File: src/rtl/lock_pkg.sv
// lock_pkg: shared direction, button and player-state types for the digital lock
package lock_pkg;
  typedef enum logic [1:0] {DIR_W, DIR_E, DIR_S, DIR_N} dir_t;
  typedef enum logic [2:0] {ST_IDLE, ST_PULSE, ST_GAP, ST_WAIT, ST_DONE} player_state_t;
  localparam logic [3:0] BTN_W = 4'b0001;
  localparam logic [3:0] BTN_E = 4'b0010;
  localparam logic [3:0] BTN_S = 4'b0100;
  localparam logic [3:0] BTN_N = 4'b1000;
  function automatic logic [3:0] dir_to_btn(input dir_t d);
    return d == DIR_W ? BTN_W : d == DIR_E ? BTN_E : d == DIR_S ? BTN_S : BTN_N;
  endfunction
  function automatic int max3(input int a, input int b, input int c);
    return a > b ? (a > c ? a : c) : (b > c ? b : c);
  endfunction
endpackage

File: src/rtl/lock_code_player_if.sv
// lock_code_player_if: control, status and button signals between a controller and the player
interface lock_code_player_if #(parameter int CODE_LEN = 4);
  localparam int SW = CODE_LEN > 1 ? $clog2(CODE_LEN) : 1;
  logic start;
  logic abort;
  logic [2*CODE_LEN-1:0] code;
  logic unlocked;
  logic [3:0] btn;
  logic busy;
  logic [SW-1:0] sym_idx;
  logic done;
  logic pass;
  modport master(output start, abort, code, unlocked, input btn, busy, sym_idx, done, pass);
  modport slave(input start, abort, code, unlocked, output btn, busy, sym_idx, done, pass);
endinterface

File: src/rtl/lock_phase_timer.sv
// lock_phase_timer: loadable saturating down-counter flagging the last cycle of a phase
module lock_phase_timer #(parameter int W = 5) (
  input  logic         clk,
  input  logic         rst_n,
  input  logic         load_i,
  input  logic [W-1:0] val_i,
  input  logic         en_i,
  output logic         tc_o
);
  logic [W-1:0] cnt_q;
  always_ff @(posedge clk) begin
    if (!rst_n) cnt_q <= '0;
    else if (load_i) cnt_q <= val_i;
    else if (en_i && cnt_q != '0) cnt_q <= cnt_q - 1'b1;
  end
  assign tc_o = cnt_q <= W'(1);
endmodule

File: src/rtl/lock_code_player.sv
// lock_code_player: replays a stored N/S/E/W code as one-hot button pulses and reports unlock result
module lock_code_player import lock_pkg::*; #(
  parameter int CODE_LEN     = 4,
  parameter int PULSE_CYCLES = 1,
  parameter int GAP_CYCLES   = 4,
  parameter int RESP_TIMEOUT = 16
) (
  input logic clk,
  input logic rst_n,
  lock_code_player_if.slave bus
);
  localparam int SW = CODE_LEN > 1 ? $clog2(CODE_LEN) : 1;
  localparam int TW = $clog2(max3(PULSE_CYCLES, GAP_CYCLES, RESP_TIMEOUT) + 1);
  localparam logic [SW-1:0] LAST = SW'(CODE_LEN - 1);
  player_state_t state_q, state_d;
  logic [2*CODE_LEN-1:0] code_q, code_d;
  logic [SW-1:0] idx_q, idx_d;
  logic pass_q, pass_d;
  logic [3:0] btn_q, btn_d;
  logic busy_q, done_q;
  logic ld, tc, en;
  logic [TW-1:0] ld_val;
  lock_phase_timer #(.W(TW)) u_timer (
    .clk(clk), .rst_n(rst_n), .load_i(ld), .val_i(ld_val), .en_i(en), .tc_o(tc)
  );
  assign en = state_q == ST_PULSE || state_q == ST_GAP || state_q == ST_WAIT;
  always_comb begin
    state_d = state_q;
    code_d  = code_q;
    idx_d   = idx_q;
    pass_d  = pass_q;
    ld      = 1'b0;
    ld_val  = '0;
    if (state_q == ST_IDLE) begin
      if (bus.start && !bus.abort) begin
        state_d = ST_PULSE;
        code_d  = bus.code;
        idx_d   = '0;
        pass_d  = 1'b0;
        ld      = 1'b1;
        ld_val  = TW'(PULSE_CYCLES);
      end
    end else if (bus.abort) begin
      state_d = ST_IDLE;
      idx_d   = '0;
      pass_d  = 1'b0;
    end else begin
      case (state_q)
        ST_PULSE: if (tc) begin
          state_d = ST_GAP;
          ld      = 1'b1;
          ld_val  = TW'(GAP_CYCLES);
        end
        ST_GAP: if (tc) begin
          state_d = idx_q == LAST ? ST_WAIT : ST_PULSE;
          idx_d   = idx_q == LAST ? idx_q : idx_q + 1'b1;
          ld      = 1'b1;
          ld_val  = idx_q == LAST ? TW'(RESP_TIMEOUT) : TW'(PULSE_CYCLES);
        end
        ST_WAIT: if (bus.unlocked || tc) begin
          state_d = ST_DONE;
          pass_d  = bus.unlocked;
        end
        default: state_d = ST_IDLE;
      endcase
    end
  end
  // Outputs are registered from next-state so they line up with the state they describe
  assign btn_d = state_d == ST_PULSE ? dir_to_btn(dir_t'(code_d[{idx_d, 1'b0} +: 2])) : 4'b0;
  always_ff @(posedge clk) begin
    if (!rst_n) begin
      state_q <= ST_IDLE;
      code_q  <= '0;
      idx_q   <= '0;
      pass_q  <= 1'b0;
      btn_q   <= 4'b0;
      busy_q  <= 1'b0;
      done_q  <= 1'b0;
    end else begin
      state_q <= state_d;
      code_q  <= code_d;
      idx_q   <= idx_d;
      pass_q  <= pass_d;
      btn_q   <= btn_d;
      busy_q  <= state_d != ST_IDLE;
      done_q  <= state_d == ST_DONE;
    end
  end
  assign bus.btn     = btn_q;
  assign bus.busy    = busy_q;
  assign bus.sym_idx = idx_q;
  assign bus.done    = done_q;
  assign bus.pass    = pass_q;
endmodule

File: src/flat_wrapper.sv
// flat-port wrapper written by rule: the top's interface ports become plain ports
module lock_code_player_flat import lock_pkg::*;
#(
  parameter int CODE_LEN     = 4,
  parameter int PULSE_CYCLES = 1,
  parameter int GAP_CYCLES   = 4,
  parameter int RESP_TIMEOUT = 16
)
  (clk, rst_n, bus_start, bus_abort, bus_code, bus_unlocked, bus_btn, bus_busy, bus_sym_idx, bus_done, bus_pass);
  lock_code_player_if #(.CODE_LEN(CODE_LEN)) bus_i ();
  input logic clk;
  input logic rst_n;
  input wire logic [$bits(bus_i.start)-1:0] bus_start;
  input wire logic [$bits(bus_i.abort)-1:0] bus_abort;
  input wire logic [$bits(bus_i.code)-1:0] bus_code;
  input wire logic [$bits(bus_i.unlocked)-1:0] bus_unlocked;
  output wire logic [$bits(bus_i.btn)-1:0] bus_btn;
  output wire logic [$bits(bus_i.busy)-1:0] bus_busy;
  output wire logic [$bits(bus_i.sym_idx)-1:0] bus_sym_idx;
  output wire logic [$bits(bus_i.done)-1:0] bus_done;
  output wire logic [$bits(bus_i.pass)-1:0] bus_pass;
  assign bus_i.start = bus_start;
  assign bus_i.abort = bus_abort;
  assign bus_i.code = bus_code;
  assign bus_i.unlocked = bus_unlocked;
  assign bus_btn = bus_i.btn;
  assign bus_busy = bus_i.busy;
  assign bus_sym_idx = bus_i.sym_idx;
  assign bus_done = bus_i.done;
  assign bus_pass = bus_i.pass;
  lock_code_player #(.CODE_LEN(CODE_LEN), .PULSE_CYCLES(PULSE_CYCLES), .GAP_CYCLES(GAP_CYCLES), .RESP_TIMEOUT(RESP_TIMEOUT)) u_core (.clk(clk), .rst_n(rst_n), .bus(bus_i));
endmodule
File: config.mk
export PLATFORM = sky130hd
export DESIGN_NAME = lock_code_player_flat
export DESIGN_NICKNAME = d
export VERILOG_FILES = /design/src/rtl/lock_pkg.sv /design/src/rtl/lock_code_player_if.sv /design/src/rtl/lock_phase_timer.sv /design/src/rtl/lock_code_player.sv /design/src/flat_wrapper.sv
export SDC_FILE = /design/constraint.sdc
export NUM_CORES = 1
export LEC_CHECK = 0
export BUFFER_PORTS_ARGS = -buffer_cell sky130_fd_sc_hd__buf_4
export CAP_MARGIN = 20
export CORE_MARGIN = 2
export CORE_UTILIZATION = 50
export DETAILED_ROUTE_END_ITERATION = 8
export GPL_TIMING_DRIVEN = 0
export PLACE_DENSITY = 0.74
export SLEW_MARGIN = 20
export SYNTH_ARGS = -nofsm -noshare
export SYNTH_HDL_FRONTEND = slang
export SYNTH_SLANG_ARGS = --single-unit
File: constraint.sdc
create_clock -name clk -period 1.9 [get_ports clk]
set_input_delay 0 -clock clk [delete_from_list [all_inputs] [get_ports clk]]
set_output_delay 0 -clock clk [all_outputs]
set_load 0.02 [all_outputs]
==> impl_metrics.yaml, run 1 <==
timing:
  hold_viol_final: 0
  rsz0062_at_grt: "yes"
  clock_skew_ns: 0.009995
  holdWs_ns: 0.03079
  fmaxAchievable_ghz: 0.4876
  layout_setup_ws_ns: -0.1508
  tightest_slew_ns: 0.4839
  period_needed_ns: 2.051
  setup_violations: 4
  finalCritPeriodShare_pct: 107.9
  slew_violations: 0
  timing.max_slew.rel_slack_pct: 67.60
critical_path:
  critPathLaunchType: "flip-flop"
  crit_chain: "inv_4 -> ha_4 -> o21bai_4 -> and4_4 -> o311ai_2 -> o211ai_1 -> mux2i_2 -> and4_1"
  critPathSlowestCell: "dfxtp_4"
  cpLargestDelayFamily: "compound AO/OA/AOI/OAI gates"
  slowest_delay_ns: 0.39
  crit_arrival_ns: 2.33
  crit_fanout: 6
  worstSetupEndpointType: "flip-flop"
  worstPathRequired_ns: 2.18
  crit_buf_inv: 1
  critPathKind: "reg2reg"
drt:
  wl_per_cell_um: 16.60
  vias: 1465
  viasPerCell: 6.054
  drt-initial-drc-count: 56
  drc_errors: 0
  wl_mm: 4.018
  ant_nets: 0
  firstDrtPassIters: 4
clock_network:
  clk_root_buffer_cell: "clkbuf_4"
  tritoncts.num_buffers: 3
  clockBufferDepth: 2
  cts_sinks: 25
  path_clk_slew_ns: 0.15
  htreeDepth: 1
  clk_latency_ns: 0.33
  cts_tree: "built"
placement:
  place_area_mm2: 0.001667
  place_ws_ns: -0.1044
  numPortBuffers: 21
  hpwl_mm: 2.319
  globalplace.congestion: 0.8801
logic_synthesis:
  synth_area_mm2: 0.001450
  yosysTopAreaCellShare_pct: 34.51
  synth_commonest_cells: "25 x dfxtp_1, 15 x nand2_1, 14 x nor2_1, 7 x a21oi_1"
  seq_area_frac_synth_pct: 34.51
  synth.distinct_cells: 52
  synthCells: 157
  synth_seq_cells: 25
  synth.area.top_cells: "dfxtp_1 35%, buf_6 3.9%, nand2_1 3.9%"
  avgSynthCellArea_um2: 9.237
  yosysWarnings: 0
  synth_edf_count: 0
  ys_async_sr_fraction_pct: 0
  synth.most_common_cell: "dfxtp_1"
  dominantRegCellSynth: "dfxtp_1"
  yosysTopAreaCell: "dfxtp_1"
  syn_nets: 173
die:
  die_x_um: 57.86
  die_area_mm2: 0.003347
  ios: 22
  core_mm2: 0.002758
  rows: 19
  die_h_um: 57.86
  start_util_pct: 52.59
pwr:
  power_density_mw_per_mm2: 587.6
  leakage_nw: 0.8397
  ir_worst_vdd_v: 0.0005293
cells_and_area:
  fin_nets: 228
  final_area_mm2: 0.002041
  drive_above_1_share_pct: 42.65
  syn_to_final_growth_pct: 40.72
  n_antenna_cell: 0
  postLayoutCoreUtil_pct: 74.00
grt:
  grt_overflow: 0
  grt_pass1_wl_mm: 5.554
  antenna_found_initial: 0
  grt_util_all_layers_pct: 21.82
  grt_pass1_vias: 1223
  grt_start_max_net_pins: 15
run:
  maxCapViolations: 0
outcome:
  violations: "negative setup slack"
  status: "complete, but fails checks"
min_path:
  hold_class: "in2reg"
==> state kept, by name, indices dropped and copies added, names as in the netlist <==
| signal | cells |
|---|---|
| u_core.code_q | 8 |
| u_core.u_timer.cnt_q | 5 |
| u_core.bus.btn | 4 |
| u_core.state_q | 3 |
| u_core.bus.sym_idx | 2 |
| u_core.bus.busy | 1 |
| u_core.bus.done | 1 |
| u_core.bus.pass | 1 |
==> cells by family (layout without fill, tap and decap cells) <==
| kind of cell | count (synthesis) | count (layout) | share of synthesized area (%) |
|---|---|---|---|
| AND/OR/NAND/NOR | 64 | 64 | 27.44 |
| adder cells (fa/ha/maj) | 3 | 3 | 2.589 |
| AO/OA/AOI/OAI | 42 | 42 | 22.35 |
| flip-flops | 25 | 25 | 34.51 |
| buffers and inverters | 13 | 67 | 6.298 |
| XOR/XNOR | 4 | 4 | 2.416 |
| multiplexers | 6 | 6 | 4.400 |
==> through the flow <==
step	instances	setup TNS, ns	power, mW
5_1_grt	242	-0.9540	1.249
4_1_cts	232	-0.02224	1.134
2_1_floorplan	157	0	0.7918
3_3_place_gp	209	-0.2585	0.8540
6_report	242	-0.4521	1.199
3_5_place_dp	209	-0.5164	0.8612
==> what timing repair did <==
action | in CTS | in global routing
pin swaps | 8 | 12
setup buffers | 11 | 9
cloned | 0 | 1
endpoints found under the setup margin | 7 | 7
hold buffers | 10 | 0
resized for setup | 11 | 24
endpoints found under the hold margin | 10 | 0
==> tightest hold or removal path, delay by kind of cell <==
family,cells,cell delay (ns)
AND/OR/NAND/NOR,1,0.07
buffers and inverters,2,0.21
multiplexers,1,0.06
==> final timing paths <==
| check | start | end | slack (ns) | cells past startpoint |
|---|---|---|---|---|
| min reg2reg | u_core.code_q[7] | u_core.code_q[7] | 0.51 | 2 |
| max | u_core.u_timer.cnt_q[1] | u_core.bus.btn[3] | -0.15 | 8 |
| min | bus_code[6] | u_core.code_q[6] | 0.03 | 4 |
| max reg2reg | u_core.u_timer.cnt_q[1] | u_core.bus.btn[3] | -0.15 | 8 |
==> routing by layer <==
metal / track usage (%) / part of all wire [%] / vias to the layer above
li1: - / - / 685
met1: 28.39 / 41 / 699
met2: 36.20 / 51 / 69
met3: 3.348 / 5.4 / 12
met4: 8.970 / 2.4 / 0
met5: 0 / 0 / -
==> cell usage in the layout, fill, tap and decap left out, drive strengths merged, types with 3 or more instances in the layout <==
cell type / n
dfxtp: 25
a31oi: 4
buf: 46
nor3: 5
nand3: 6
dlygate4sd3: 10
inv: 5
a21oi: 7
nor4b: 4
clkbuf: 5
nor2b: 3
o21ai: 9
nor3b: 3
xor2: 3
o211ai: 4
nand2: 16
or3: 3
mux2i: 6
and2: 3
nor2: 15
ha: 3
a211oi: 4
==> power breakdown <==
group / total (mW) / switching [mW] / leakage [nW] / internal [mW]
Clock: 0.248 / 0.169 / 0.0177 / 0.0791
Combinational: 0.386 / 0.197 / 0.614 / 0.189
Sequential: 0.565 / 0.0204 / 0.208 / 0.545
Total: 1.20 / 0.387 / 0.840 / 0.812
==> final cells by class <==
class                   count  area [um^2]
well taps                  31        38.79
fillers                   188        716.9
clock inverters             1        5.005
flip-flops and latches     25        519.2
inverters                   5        21.27
clock buffers               3        22.52
plain buffers               6        53.80
repair buffers             52        419.2
multi-input cells         119        960.9
Note: power is estimated with default switching activity, not from simulation.
==> run 2: changes to the inputs <==
--- a/config.mk
+++ b/config.mk
@@ -11,7 +11,7 @@
 export CORE_UTILIZATION = 50
 export DETAILED_ROUTE_END_ITERATION = 8
 export GPL_TIMING_DRIVEN = 0
-export PLACE_DENSITY = 0.74
+export PLACE_DENSITY = 0.72
 export SLEW_MARGIN = 20
 export SYNTH_ARGS = -nofsm -noshare
 export SYNTH_HDL_FRONTEND = slang
==> impl_metrics.yaml, run 2 (synthesis gave the netlist of run 1 again) <==
outcome:
  status: "complete, but fails checks"
  violations: "negative setup slack"
timing:
  timing.max_slew.rel_slack_pct: 70.80
  layout_setup_ws_ns: -0.03820
  clock_skew_ns: 0.01508
  period_needed_ns: 1.938
  slew_violations: 0
  setup_violations: 4
  tightest_slew_ns: 0.4371
  finalCritPeriodShare_pct: 102.0
  rsz0062_at_grt: "yes"
  hold_viol_final: 0
  fmaxAchievable_ghz: 0.5159
  tns_ns: -0.1019
cells_and_area:
  layout_commonest_cell: "buf_4"
  stdcell_count: 241
  syn_to_final_growth_pct: 41.24
  largest_reg_flops: 8
  nFillCells: 208
  largest_register: "u_core.code_q"
  fin_nets: 227
  n_antenna_cell: 0
  area.sequential_um2: 519.2
  drive_above_1_share_pct: 44.76
  final_cell_mix: "41 x buf_4, 18 x dfxtp_1, 14 x nor2_1, 14 x nand2_1, 9 x dlygate4sd3_1"
  multi_input_area_um2: 964.7
grt:
  grt_util_all_layers_pct: 22.25
  grt_pass1_vias: 1257
  grt_start_max_net_pins: 16
  grt_pass1_wl_mm: 5.789
  antenna_found_initial: 0
  grt_overflow: 0
critical_path:
  worstSetupEndpointType: "flip-flop"
  crit_fanout: 5
  critPathSlowestCell: "or3_4"
  crit_buf_inv: 0
  slowest_delay_ns: 0.43
  worstPathRequired_ns: 2.14
  critPathKind: "reg2reg"
  cpLargestDelayFamily: "simple AND/OR/NAND/NOR gates"
  crit_chain: "or3_4 -> nor2_8 -> mux2i_2 -> a31oi_1 -> a32o_2 -> nor3b_2"
  critPathLaunchType: "flip-flop"
  crit_arrival_ns: 2.18
clock_network:
  htreeDepth: 1
  clk_latency_ns: 0.34
  clockBufferDepth: 2
  cts_sinks: 25
  tritoncts.num_buffers: 3
  cts_tree: "built"
  clk_root_buffer_cell: "clkbuf_4"
  path_clk_slew_ns: 0.16
drt:
  vias: 1423
  viasPerCell: 5.905
  firstDrtPassIters: 4
  ant_nets: 0
  wl_mm: 3.799
  drc_errors: 0
  drt-initial-drc-count: 54
  wl_per_cell_um: 15.76
min_path:
  hold_class: "in2reg"
die:
  die_area_mm2: 0.003347
  rows: 19
  ios: 22
  die_h_um: 57.86
  start_util_pct: 52.59
  die_x_um: 57.86
  core_mm2: 0.002758
placement:
  globalplace.congestion: 0.8451
  hpwl_mm: 2.315
  dp.cells: 209
  numPortBuffers: 21
pwr:
  power_density_mw_per_mm2: 589.6
  leakage_nw: 0.8353
  ir_worst_vdd_v: 0.0005464
run:
  maxCapViolations: 0
-- run 2: layer usage --
layer	global-route usage [%]	share of wire [%]
met1	30.80	43
met2	34.09	48
met3	4.464	5.5
met4	8.970	2.8
met5	0	0
-- run 2: worst paths after layout --
| kind | from | endpoint | slack, ns | cells past startpoint |
|---|---|---|---|---|
| min | bus_code[4] | u_core.code_q[4] | 0.04 | 4 |
| max | u_core.state_q[0] | u_core.bus.btn[1] | -0.04 | 6 |
| min reg2reg | u_core.code_q[5] | u_core.code_q[5] | 0.50 | 2 |
| max reg2reg | u_core.state_q[0] | u_core.bus.btn[1] | -0.04 | 6 |
-- run 2: worst register-to-register path, cell delays in order, from the launching register on --
cell	delay (ns)
dfxtp_4	0.40
or3_4	0.43
nor2_8	0.17
mux2i_2	0.27
a31oi_1	0.14
a32o_2	0.28
nor3b_2	0.16
-- run 2: where the power goes --
group / internal [mW] / switching, mW
combinational: 0.193 / 0.191
clock: 0.0823 / 0.177
sequential: 0.545 / 0.0190
total: 0.820 / 0.388
-- run 2: what timing repair did --
action                                  in CTS  in global routing
gates cloned                                 0                  0
hold endpoints to repair                    11                  0
endpoints found under the setup margin       7                  7
hold buffers                                 9                  0
resized for setup                           13                 25
setup buffers                                9                 12
pin swaps                                    7                  9
-- run 2: final cells by class --
| type | count | share of cell area (%) |
|---|---|---|
| tap | 31 | 1.894 |
| buffer | 6 | 2.810 |
| timing repair buffer | 51 | 20.40 |
| clock buffer | 3 | 1.100 |
| inverter | 5 | 1.038 |
| sequential | 25 | 25.35 |
| clock inverter | 1 | 0.3054 |
| multi-input combinational | 119 | 47.10 |
-- run 2: stage by stage --
| stage | worst slack, ns | hold slack, ns | util (%) | cell area [um^2] | total power, mW |
|---|---|---|---|---|---|
| 2_1_floorplan | 0.002551 | 0.1138 | - | 1470 | 0.7918 |
| 3_3_place_gp | -0.07572 | 0.2522 | 60.44 | 1667 | 0.8565 |
| 3_5_place_dp | -0.08833 | 0.2641 | 60.44 | 1667 | 0.8618 |
| 4_1_cts | -0.01048 | 0.03161 | 67.56 | 1863 | 1.150 |
| 5_1_grt | -0.1929 | 0.04551 | 74.27 | 2048 | 1.269 |
| 6_report | -0.03820 | 0.03827 | 74.27 | 2048 | 1.208 |
